$ cat config.mk
export PLATFORM = sky130hd
export DESIGN_NAME = clock_gate_controller_flat
export DESIGN_NICKNAME = d
export VERILOG_FILES = /design/src/rtl/clock_gate_controller_if.sv /design/src/rtl/clock_gate_controller.sv /design/src/flat_wrapper.sv
export SDC_FILE = /design/constraint.sdc
export NUM_CORES = 1
export LEC_CHECK = 0
export CORE_MARGIN = 8
export CORE_UTILIZATION = 35
export CTS_CLUSTER_DIAMETER = 120
export DETAILED_ROUTE_END_ITERATION = 12
export DONT_BUFFER_PORTS = 1
export PLACE_DENSITY_LB_ADDON = 0.08
export SLEW_MARGIN = 5
export SYNTH_ARGS = -nofsm -noshare
export SYNTH_HDL_FRONTEND = slang
export SYNTH_SLANG_ARGS = --single-unit
$ cat constraint.sdc
create_clock -name clk_in -period 3.6 [get_ports clk_in]
set_input_delay 0.72 -clock clk_in [delete_from_list [all_inputs] [get_ports clk_in]]
set_output_delay 0.72 -clock clk_in [all_outputs]
set_load 0.02 [all_outputs]
$ cat src/rtl/clock_gate_controller_if.sv
// Signal bundle between domain activity monitors, the clock-gate sequencer
// and the downstream gating cells.
interface clock_gate_controller_if #(
    parameter int NUM_DOMAINS = 4
);
    logic                   force_on;
    logic [NUM_DOMAINS-1:0] idle;
    logic [NUM_DOMAINS-1:0] wake_req;
    logic [NUM_DOMAINS-1:0] gate_en;
    logic [NUM_DOMAINS-1:0] domain_ready;
    logic                   wake_busy;

    modport master (
        output force_on,
        output idle,
        output wake_req,
        input  gate_en,
        input  domain_ready,
        input  wake_busy
    );

    modport slave (
        input  force_on,
        input  idle,
        input  wake_req,
        output gate_en,
        output domain_ready,
        output wake_busy
    );
endinterface

$ cat src/rtl/clock_gate_controller.sv
// Per-domain clock-gate sequencer: idle-timeout gating, round-robin serialised
// wake-up so only one domain at a time is inside its inrush window.
module clock_gate_controller #(
    parameter int NUM_DOMAINS = 4,
    parameter int IDLE_CYCLES = 16,
    parameter int WAKE_CYCLES = 4,
    parameter int CNT_W       = 8
) (
    input  logic                    clk_in,
    input  logic                    rst_n,
    clock_gate_controller_if.slave  bus
);

    // state      | meaning
    // ST_RUN     | clock running, counting consecutive idle cycles
    // ST_GATED   | clock stopped, waiting for wake_req or force_on
    // ST_WAIT    | clock stopped, requesting a wake slot from the arbiter
    // ST_WAKE    | clock enabled, settling for WAKE_CYCLES before ready
    typedef enum logic [1:0] {
        ST_RUN   = 2'd0,
        ST_GATED = 2'd1,
        ST_WAIT  = 2'd2,
        ST_WAKE  = 2'd3
    } state_t;

    localparam int PTR_W = (NUM_DOMAINS > 1) ? $clog2(NUM_DOMAINS) : 1;
    localparam logic [CNT_W-1:0] IDLE_LAST = CNT_W'(IDLE_CYCLES - 1);
    localparam logic [CNT_W-1:0] WAKE_LAST = CNT_W'(WAKE_CYCLES - 1);
    localparam logic [PTR_W-1:0] PTR_LAST  = PTR_W'(NUM_DOMAINS - 1);
    localparam logic [PTR_W:0]   PTR_WRAP  = (PTR_W+1)'(NUM_DOMAINS);

    state_t                 r_state       [NUM_DOMAINS];
    logic [CNT_W-1:0]       r_idle_cnt    [NUM_DOMAINS];
    logic [CNT_W-1:0]       r_wake_cnt    [NUM_DOMAINS];
    logic [PTR_W-1:0]       r_ptr;
    logic [NUM_DOMAINS-1:0] r_gate_en;
    logic [NUM_DOMAINS-1:0] r_domain_ready;
    logic                   r_wake_busy;

    state_t                 w_next_state    [NUM_DOMAINS];
    logic [CNT_W-1:0]       w_next_idle_cnt [NUM_DOMAINS];
    logic [CNT_W-1:0]       w_next_wake_cnt [NUM_DOMAINS];
    logic [NUM_DOMAINS-1:0] w_req;
    logic                   w_any_wake;
    logic                   w_next_any_wake;
    logic [NUM_DOMAINS-1:0] w_grant;
    logic                   w_grant_valid;
    logic [PTR_W-1:0]       w_grant_idx;
    logic [PTR_W:0]         w_scan_sum;
    logic [PTR_W-1:0]       w_scan_idx;
    logic [PTR_W-1:0]       w_next_ptr;

    always_comb begin
        w_req      = '0;
        w_any_wake = 1'b0;
        for (int i = 0; i < NUM_DOMAINS; i++) begin
            w_req[i] = (r_state[i] == ST_WAIT);
            if (r_state[i] == ST_WAKE) begin
                w_any_wake = 1'b1;
            end
        end
    end

    // Round-robin search starting at the pointer; suppressed while any domain
    // is still inside its wake window so wake-ups never overlap.
    always_comb begin
        w_grant       = '0;
        w_grant_valid = 1'b0;
        w_grant_idx   = '0;
        w_scan_sum    = '0;
        w_scan_idx    = '0;
        if (!w_any_wake) begin
            for (int k = 0; k < NUM_DOMAINS; k++) begin
                w_scan_sum = {1'b0, r_ptr} + (PTR_W+1)'(k);
                if (w_scan_sum >= PTR_WRAP) begin
                    w_scan_sum = w_scan_sum - PTR_WRAP;
                end
                w_scan_idx = w_scan_sum[PTR_W-1:0];
                if (!w_grant_valid && w_req[w_scan_idx]) begin
                    w_grant_valid          = 1'b1;
                    w_grant_idx            = w_scan_idx;
                    w_grant[w_scan_idx]    = 1'b1;
                end
            end
        end
    end

    always_comb begin
        w_next_ptr = r_ptr;
        if (w_grant_valid) begin
            w_next_ptr = (w_grant_idx == PTR_LAST) ? '0 : w_grant_idx + 1'b1;
        end
    end

    always_comb begin
        w_next_any_wake = 1'b0;
        for (int i = 0; i < NUM_DOMAINS; i++) begin
            w_next_state[i]    = r_state[i];
            w_next_idle_cnt[i] = '0;
            w_next_wake_cnt[i] = '0;
            case (r_state[i])
                ST_RUN: begin
                    if (bus.idle[i] && !bus.force_on) begin
                        if (r_idle_cnt[i] == IDLE_LAST) begin
                            w_next_state[i] = ST_GATED;
                        end else begin
                            w_next_idle_cnt[i] = r_idle_cnt[i] + 1'b1;
                        end
                    end
                end
                ST_GATED: begin
                    if (bus.wake_req[i] || bus.force_on) begin
                        w_next_state[i] = ST_WAIT;
                    end
                end
                ST_WAIT: begin
                    if (w_grant[i]) begin
                        w_next_state[i] = ST_WAKE;
                    end
                end
                ST_WAKE: begin
                    if (r_wake_cnt[i] == WAKE_LAST) begin
                        w_next_state[i] = ST_RUN;
                    end else begin
                        w_next_wake_cnt[i] = r_wake_cnt[i] + 1'b1;
                    end
                end
                default: begin
                    w_next_state[i] = ST_RUN;
                end
            endcase
            if (w_next_state[i] == ST_WAKE) begin
                w_next_any_wake = 1'b1;
            end
        end
    end

    // Outputs are registered from the next state so gate_en only ever moves
    // on a clk_in edge and stays glitch-free into the latch-based gating cell.
    always_ff @(posedge clk_in) begin
        if (!rst_n) begin
            for (int i = 0; i < NUM_DOMAINS; i++) begin
                r_state[i]    <= ST_RUN;
                r_idle_cnt[i] <= '0;
                r_wake_cnt[i] <= '0;
            end
            r_ptr          <= '0;
            r_gate_en      <= '1;
            r_domain_ready <= '1;
            r_wake_busy    <= 1'b0;
        end else begin
            for (int i = 0; i < NUM_DOMAINS; i++) begin
                r_state[i]        <= w_next_state[i];
                r_idle_cnt[i]     <= w_next_idle_cnt[i];
                r_wake_cnt[i]     <= w_next_wake_cnt[i];
                r_gate_en[i]      <= (w_next_state[i] == ST_RUN) ||
                                     (w_next_state[i] == ST_WAKE);
                r_domain_ready[i] <= (w_next_state[i] == ST_RUN);
            end
            r_ptr       <= w_next_ptr;
            r_wake_busy <= w_next_any_wake;
        end
    end

    assign bus.gate_en      = r_gate_en;
    assign bus.domain_ready = r_domain_ready;
    assign bus.wake_busy    = r_wake_busy;

endmodule

$ cat src/flat_wrapper.sv
// flat-port wrapper written by rule: the top's interface ports become plain ports
module clock_gate_controller_flat 
#(
    parameter int NUM_DOMAINS = 4,
    parameter int IDLE_CYCLES = 16,
    parameter int WAKE_CYCLES = 4,
    parameter int CNT_W       = 8
)
  (clk_in, rst_n, bus_force_on, bus_idle, bus_wake_req, bus_gate_en, bus_domain_ready, bus_wake_busy);
  clock_gate_controller_if #(.NUM_DOMAINS(NUM_DOMAINS)) bus_i ();
  input  logic clk_in;
  input  logic rst_n;
  input wire logic [$bits(bus_i.force_on)-1:0] bus_force_on;
  input wire logic [$bits(bus_i.idle)-1:0] bus_idle;
  input wire logic [$bits(bus_i.wake_req)-1:0] bus_wake_req;
  output wire logic [$bits(bus_i.gate_en)-1:0] bus_gate_en;
  output wire logic [$bits(bus_i.domain_ready)-1:0] bus_domain_ready;
  output wire logic [$bits(bus_i.wake_busy)-1:0] bus_wake_busy;
  assign bus_i.force_on = bus_force_on;
  assign bus_i.idle = bus_idle;
  assign bus_i.wake_req = bus_wake_req;
  assign bus_gate_en = bus_i.gate_en;
  assign bus_domain_ready = bus_i.domain_ready;
  assign bus_wake_busy = bus_i.wake_busy;
  clock_gate_controller #(.NUM_DOMAINS(NUM_DOMAINS), .IDLE_CYCLES(IDLE_CYCLES), .WAKE_CYCLES(WAKE_CYCLES), .CNT_W(CNT_W)) u_core (.clk_in(clk_in), .rst_n(rst_n), .bus(bus_i));
endmodule
[After elaboration in Yosys (flattened, before gate mapping)]
Memory sizes are Yosys's and may differ from the RTL's.
Index checks and enable logic that the tools add are counted.
Word-level totals
  bits in writable memories: 72
  memories kept: 3
  input port bits: 11
  output and inout port bits: 9
  register bits after elaboration: 11
Memories
  u_core.r_idle_cnt: depth 4, bits a word 8, read ports 4, clocked after memory_dff 0, wr ports 4, RTL line clock_gate_controller.sv:33  | logic [CNT_W-1:0] r_idle_cnt [NUM_DOMAINS];
  u_core.r_wake_cnt: depth 4, bits a word 8, read ports 4, clocked after memory_dff 0, wr ports 4, RTL line clock_gate_controller.sv:34  | logic [CNT_W-1:0] r_wake_cnt [NUM_DOMAINS];
  u_core.r_state: depth 4, bits a word 2, read ports 4, clocked after memory_dff 0, wr ports 4, RTL line clock_gate_controller.sv:32  | state_t r_state [NUM_DOMAINS];
Cells by class
  bitwise logic cells: 15
  equality and inequality tests: 25
  add/sub/neg operators: 16
  order comparisons: 12
  mux-type cells: 112
  reduce and logical (&&, ||, !) cells: 31
Operator list (count)
  $mux 8: 28
  $mux 2: 38
  $add 8x1->8 const B: 8
  $eq 8x2->1 const B: 4
  $eq 8x4->1 const B: 4
  $mux 4: 8
  $pmux 2 s4: 4
  $eq 2x2->1 const B: 13
  $mux 1: 26
  $logic_not 2->1: 8
  $lt 2x3->1 const B: 4
  $or 1x1->1: 12
  $or 4x4->4: 3
  $logic_and 1x1->1: 11
  $ge 3x3->1 const B: 3
  $bmux 1 s2: 4
  $demux 1 s2: 4
  $eq 2x1->1 const B: 4
  $ge 2x1->1 const B: 4
  $logic_or 1x1->1: 8
  $sub 2x1->2 const B: 4
  $add 2x2->3 const B: 2
  $logic_not 1->1: 4
  $add 2x1->3 const B: 1
  other kinds (2): 2

[Longest topological paths before layout]
Gate-level depths: netlist of run 1.
An unclocked memory read counts as a cell.
  word-level depth: 30
  gate-level depth with buffers: 10

[Worst setup path after synthesis of run 1]
OpenSTA, ideal clock, no wires.
  kind: flip-flop to flip-flop
  from: reg u_core.r_ptr[0]
  to: reg u_core.r_wake_busy (netlist: u_core.bus.wake_busy)
  cell stages (with the launch flop): 11
  slack: 0.944 ns
  setup time: 0.125 ns
  data arrival time: 2.531 ns
  path through: dfxtp_1 buf_6 inv_4 ha_1 mux4_2 and2_1 a21bo_1 o31ai_4 inv_1 ha_1 o41a_1
RTL lines
  start, declared: RTL line clock_gate_controller.sv:35  | logic [PTR_W-1:0] r_ptr;
  start signal, assigned: RTL line clock_gate_controller.sv:160  | r_ptr <= w_next_ptr;
  end signal, assigned: RTL line clock_gate_controller.sv:161  | r_wake_busy <= w_next_any_wake;
  end, declared: RTL line clock_gate_controller.sv:38  | logic r_wake_busy;

==> qor.txt, run 1 <==
Primary FF master, synth: dfxtp_1
Critical path arrival: 3090 ps
Area grow syn2layout: 11.9%
Tot GR Track Use: 11.3%
Crit path launch type: register
Critical path launch point: u_core.r_ptr[1]$_SDFFE_PN0P_
I/O pin count: 20
First-pass GRT wire length: 14400 um
Post-route ant nets: 0
Largest delay share family, worst path: compound AO/OA/AOI/OAI gates
Critical path type: register to register
Largest area contributor in the netlist: dfxtp_1
Worst path bufs/invs: 2
Post-DP HPWL: 6150 um
Required time worst endpoint: 3820 ps
Max-slew headroom: 60.7%
Post-CTS setup buffers: 0
Post-synthesis sequential area ratio: 40.5%
Synth top cells by count: nor2_1 (84), dfxtp_1 (83), nand3_1 (41)
Post-synth top area share: 40.5%
Mapped Nets: 498
Reg2Reg Setup Slack: 730 ps
1st-pass router iterations: 4
Chip width: 124 um
Post-synth EDFFs: 0
Cts hold-fix bufs: 0
Die area: 0.0154 mm^2
Leak: 1.72 nW
Final wirelength: 8520 um
Fillers: 1204
Fin nets: 498
Max-slew violations: 0
Post-Syn Area: 0.00410 mm^2
Crit-path cells: inv_1 -> ha_1 -> mux4_2 -> and2_1 -> a21bo_1 -> o31ai_4 -> inv_1 -> ha_1 -> o41a_1
Starting Density: 35.9%
Minimum clock period: 2870 ps
Tcrit/Tclk final: 79.7%
Hold Path Cell Cnt: 1
Launching point of the worst reg2reg path: u_core.r_ptr[1]$_SDFFE_PN0P_
Detailed Route Iter0 Violations: 136
Avg Cell Area, Syn: 8.83 um^2
Die height: 124 um
Layout Utilization: 40.2%
CTS tree: done
# resized after CTS: 0
Hold Vio Cnt, Final: 0
P per Cell Area: 442 mW/mm^2
Antenna violations before repair: 2
Remaining global-route overflow: 0
# DRC: 0
Slew @ Worst Pin: 574 ps
CTS Root Cell: clkbuf_16
R2R depth: 9
Routed wire length per instance: 13.9 um
Synth Instances: 464
Pre-CTS WS: 750 ps
Post-layout power: 2.03 mW
Layout cell share with drive strength beyond 1: 6.18%
Clk buf depth: 2
Number of global-route vias before repair: 2974
# port buffers: 0
Outcome: finished, final reports clean
Vias: 3087
Slowest cell on the critical path: dfxtp_1
Max Freq: 349 MHz
Clock-pin slew on the worst setup and hold paths: 60 ps
Post-synthesis cell type count: 58
Most numerous cell in the Yosys netlist: nor2_1
Final setup TNS: 0 ps
Dominant cells by area after synthesis: dfxtp_1 (41%), nor2_1 (7.7%), ha_1 (7.0%)
Htree depth: 3
Max Cap Violations: 0
CP peak stage delay: 490 ps
Layout Skew: 4.66 ps
#FFs+latches synth: 83
Hold Crit Start: u_core.r_idle_cnt[2][0]$_SDFF_PP0_
Area of the core: 0.0114 mm^2
Fraction of registers with async set/reset: 0%
Yosys warning total: 0
Hold Path Class: register to register
Unrepaired setup endpoints after global routing: false
Largest net degree at the start of global routing: 31
Setup violations, final: 0
Worst vdd ir: 362 uV
Via-to-Cell Ratio: 5.04
Crit-path max FO: 10
GP Congestion: 0.913
Worst-Skew Late Latency: 340 ps
Critical Path Sink Type: register
Sink count of the clock tree: 83
Final worst-path setup slack: 732 ps
Num CTS Buffers: 9
Rows: 39
Crit path depth: 9
-- state kept, by name, indices dropped and copies added, names as in the netlist --
register and flops:
u_core.bus.domain_ready 4, u_core.r_state 8, u_core.r_idle_cnt 32, u_core.r_ptr 2, u_core.bus.gate_en 4, u_core.bus.wake_busy 1, u_core.r_wake_cnt 32
-- logic make-up (layout without fill, tap and decap cells) --
kind of cell    count (synthesis)  count (layout)  synth area share (%)
compound gates                 41              41                  8.03
xor+xnor                       49              49                  10.5
fa+ha+maj                      23              23                  7.02
buf+inv                        31              36                  3.33
flops                          83              83                  40.5
mux                             2               2                  1.10
other cells                     0               1                     0
simple gates                  235             235                  29.5
-- final timing paths --
path,to
setup / recovery,u_core.bus.wake_busy$_SDFF_PN0_
hold / removal,u_core.r_idle_cnt[2][0]$_SDFF_PP0_
hold reg to reg,u_core.r_idle_cnt[2][0]$_SDFF_PP0_
setup reg to reg,u_core.bus.wake_busy$_SDFF_PN0_
-- power breakdown --
part | switching [mW] | total, mW | internal [mW]
registers | 0.00158 | 0.922 | 0.921
logic | 0.00848 | 0.0144 | 0.00592
clock network | 0.359 | 1.09 | 0.733
-- metal layers --
| layer | routed length [um] | global-route usage [%] |
|---|---|---|
| met2 | 3760 | 17.4 |
| met5 | 13 | 0 |
| met4 | 125 | 3.54 |
| met1 | 4120 | 13.5 |
| met3 | 504 | 5.40 |
-- final cells by class --
class | count | area (um^2) | area share (%)
repair buffers | 1 | 7.51 | 0.164
clock buffers | 12 | 267 | 5.81
flip-flops and latches | 83 | 1660 | 36.2
inverters | 19 | 73.8 | 1.61
clock inverters | 4 | 95.1 | 2.07
multi-input cells | 350 | 2300 | 50.2
diodes | 1 | 2.50 | 0.0546
well taps | 143 | 179 | 3.90
-- per-stage QoR --
| stage | hold WS [ps] | instance area, um^2 | cells |
|---|---|---|---|
| floorplan | 413 | 4100 | 464 |
| global placement | 426 | 4220 | 596 |
| detailed placement | 437 | 4220 | 596 |
| CTS | 437 | 4580 | 612 |
| global route | 440 | 4590 | 613 |
| finish | 444 | 4590 | 613 |
-- layout by cell type (no fill, tap or decap), drive strengths merged, types with 3 or more instances in the layout --
master and instances:
nor2 85, dfxtp 83, nand3 41, xor2 28
nand2 23, ha 23, xnor2 21, inv 19
and3 14, clkbuf 12, nor2b 11, nand2b 11
a21oi 9, and2 9, nor3 7, nand4 7
nor4 6, o21ai 6, nor4b 4, or4 4
or3 3, bufinv 3, a31oi 3
(Power assumes the default switching activity.)
==> run 2, diff against run 1 <==
==> constraint.sdc (replaced) <==
create_clock -name clk_in -period 2.81 [get_ports clk_in]
set_input_delay 0.562 -clock clk_in [delete_from_list [all_inputs] [get_ports clk_in]]
set_output_delay 0.562 -clock clk_in [all_outputs]
set_load 0.02 [all_outputs]
==> qor.txt, run 2 (synthesized netlist as in run 1, its figures left out) <==
Final worst-path setup slack: 168 ps (was 732 ps)
Tot GR Track Use: 11.7% (was 11.3%)
Sink count of the clock tree: 83 (unchanged)
Fin nets: 507 (was 498)
Crit-path cells: nor2b_1 -> nor2_1 -> mux4_2 -> a21bo_1 -> o31ai_4 -> inv_1 -> ha_1 -> o41a_1 (was inv_1 -> ha_1 -> mux4_2 -> and2_1 -> a21bo_1 -> o31ai_4 -> inv_1 -> ha_1 -> o41a_1)
Required time worst endpoint: 3050 ps (was 3820 ps)
Number of global-route vias before repair: 3045 (was 2974)
Post-DP HPWL: 6370 um (was 6150 um)
Cts hold-fix bufs: 0 (unchanged)
Detailed Route Iter0 Violations: 203 (was 136)
Rows: 39 (unchanged)
I/O pin count: 20 (unchanged)
Remaining global-route overflow: 0 (unchanged)
Die area: 0.0154 mm^2 (unchanged)
Critical Path Sink Type: register (unchanged)
Slowest cell on the critical path: dfxtp_1 (unchanged)
Layout cell share with drive strength beyond 1: 8.16% (was 6.18%)
Chip width: 124 um (unchanged)
Worst-Skew Late Latency: 350 ps (was 340 ps)
Outcome: finished, final reports clean (unchanged)
# port buffers: 0 (unchanged)
Crit-path max FO: 10 (unchanged)
Post-route ant nets: 0 (unchanged)
Vias: 3122 (was 3087)
Hold Vio Cnt, Final: 0 (unchanged)
Leak: 1.75 nW (was 1.72 nW)
Unrepaired setup endpoints after global routing: false (unchanged)
Crit path launch type: register (unchanged)
Max Freq: 379 MHz (was 349 MHz)
Setup violations, final: 0 (unchanged)
Fillers: 1147 (was 1204)
Critical path arrival: 2880 ps (was 3090 ps)
Htree depth: 3 (unchanged)
Largest net degree at the start of global routing: 31 (unchanged)
Final wirelength: 8740 um (was 8520 um)
Area grow syn2layout: 13.2% (was 11.9%)
Hold_ws: 293 ps (was 444 ps)
Largest regs: u_core.r_idle_cnt (32), u_core.r_wake_cnt (32), u_core.r_state (8) (unchanged)
Slew @ Worst Pin: 616 ps (was 574 ps)
Via-to-Cell Ratio: 5.02 (was 5.04)
Tcrit/Tclk final: 94.0% (was 79.7%)
Max-slew violations: 0 (unchanged)
Clock-pin slew on the worst setup and hold paths: 60 ps (about the same)
Num CTS Buffers: 9 (unchanged)
Starting Density: 35.9% (unchanged)
GP Congestion: 0.889 (was 0.913)
Final setup TNS: 0 ps (unchanged)
First-pass GRT wire length: 15000 um (was 14400 um)
Reg2Reg Setup Slack: 170 ps (was 730 ps)
Minimum clock period: 2640 ps (was 2870 ps)
Most frequent cells in the layout: nor2_1 (84), dfxtp_1 (81), nand3_1 (41) (was nor2_1 (84), dfxtp_1 (83), nand3_1 (41))
CTS tree: done (unchanged)
Layout Skew: 7.82 ps (was 4.66 ps)
Antenna violations before repair: 2 (unchanged)
P per Cell Area: 553 mW/mm^2 (was 442 mW/mm^2)
Pre-CTS WS: 173 ps (was 750 ps)
Clk buf depth: 2 (unchanged)
Critical path type: register to register (unchanged)
Max Cap Violations: 0 (unchanged)
CTS Root Cell: clkbuf_16 (unchanged)
1st-pass router iterations: 4 (unchanged)
Max-slew headroom: 57.9% (was 60.7%)
Hold Path Class: primary input to register (was register to register)
Area of the core: 0.0114 mm^2 (unchanged)
# DRC: 0 (unchanged)
Die height: 124 um (unchanged)
Worst vdd ir: 376 uV (was 362 uV)
CP peak stage delay: 600 ps (was 490 ps)
Routed wire length per instance: 14.1 um (was 13.9 um)
Most common cell after layout, fill and taps aside: nor2_1 (unchanged)
-- run 2: changes by cell type in the layout (fill, tap and decap cells not counted) --
cell	delta
clkbuf_8	-3
buf_4	+9
clkinv_2	-1
clkinvlp_4	+2
dfxtp_1	-2
dfxtp_2	+2
clkbuf_1	+1
clkinv_4	+1
-- run 2: what timing repair did --
| action | CTS | global route |
|---|---|---|
| buffers inserted | 0 | 0 |
| setup endpoints to repair | 0 | 1 |
| resized for setup | 0 | 2 |
-- run 2: worst paths after layout --
| kind | cells past startpoint | end | start |
|---|---|---|---|
| setup / recovery | 8 | u_core.bus.wake_busy$_SDFF_PN0_ | u_core.r_state[0][3]$_SDFF_PN0_ |
| hold / removal | 1 | u_core.bus.gate_en[3]$_SDFF_PN1_ | rst_n |
| setup reg to reg | 8 | u_core.bus.wake_busy$_SDFF_PN0_ | u_core.r_state[0][3]$_SDFF_PN0_ |
| hold reg to reg | 1 | u_core.r_idle_cnt[0][0]$_SDFF_PP0_ | u_core.r_idle_cnt[0][0]$_SDFF_PP0_ |
-- run 2: power by group --
| part | leakage [nW] | switching (mW) | total [mW] | internal, mW |
|---|---|---|---|---|
| combinational | 0.922 | 0.0106 | 0.0182 | 0.00756 |
| clock | 0.159 | 0.493 | 1.36 | 0.870 |
| sequential | 0.670 | 0.00209 | 1.18 | 1.18 |
-- run 2: per-stage QoR --
step / power (mW) / util [%] / instance area [um^2] / instances
global placement: 1.23 / 37.6 / 4290 / 605
CTS: 2.59 / 40.6 / 4630 / 621
global route: 2.66 / 40.6 / 4640 / 622
floorplan: 1.23 / - / 4100 / 464
finish: 2.56 / 40.6 / 4640 / 622
detailed placement: 1.23 / 37.6 / 4290 / 605
-- run 2: per-layer routing --
metal | wire, um | part of all wire (%) | vias to the layer above | GRT usage [%]
met3 | 362 | 4.1 | 17 | 3.49
met2 | 3940 | 45 | 42 | 17.9
li1 | - | - | 1614 | -
met4 | 228 | 2.6 | 2 | 6.52
met1 | 4200 | 48 | 1447 | 14.3
met5 | 13 | 0.15 | - | 0
-- run 2: cell type report --
cell class	instances	area, um^2	area share (%)
multi-input combinational	350	2300	49.6
sequential	83	1660	35.9
clock buffer	10	229	4.94
tap	143	179	3.86
clock inverter	6	114	2.46
timing repair buffer	10	75.1	1.62
inverter	19	73.8	1.59
antenna	1	2.50	0.0540
-- run 2: worst max-delay path: cells and delay by family (launching register included) --
kind            cells  cell delay [ps]
compound gates      3              730
fa+ha+maj           1              200
buf+inv             1               70
simple gates        2              410
mux                 1              510
flops               1              600
==> run 3, diff against run 2 <==
--- a/config.mk
+++ b/config.mk
@@ -11,7 +11,7 @@
 export DETAILED_ROUTE_END_ITERATION = 12
 export DONT_BUFFER_PORTS = 1
 export PLACE_DENSITY_LB_ADDON = 0.08
-export SLEW_MARGIN = 5
+export SLEW_MARGIN = 20
 export SYNTH_ARGS = -nofsm -noshare
 export SYNTH_HDL_FRONTEND = slang
 export SYNTH_SLANG_ARGS = --single-unit
==> results of run 3 <==
Final layout, timing and power as in run 2 (identical DEF).
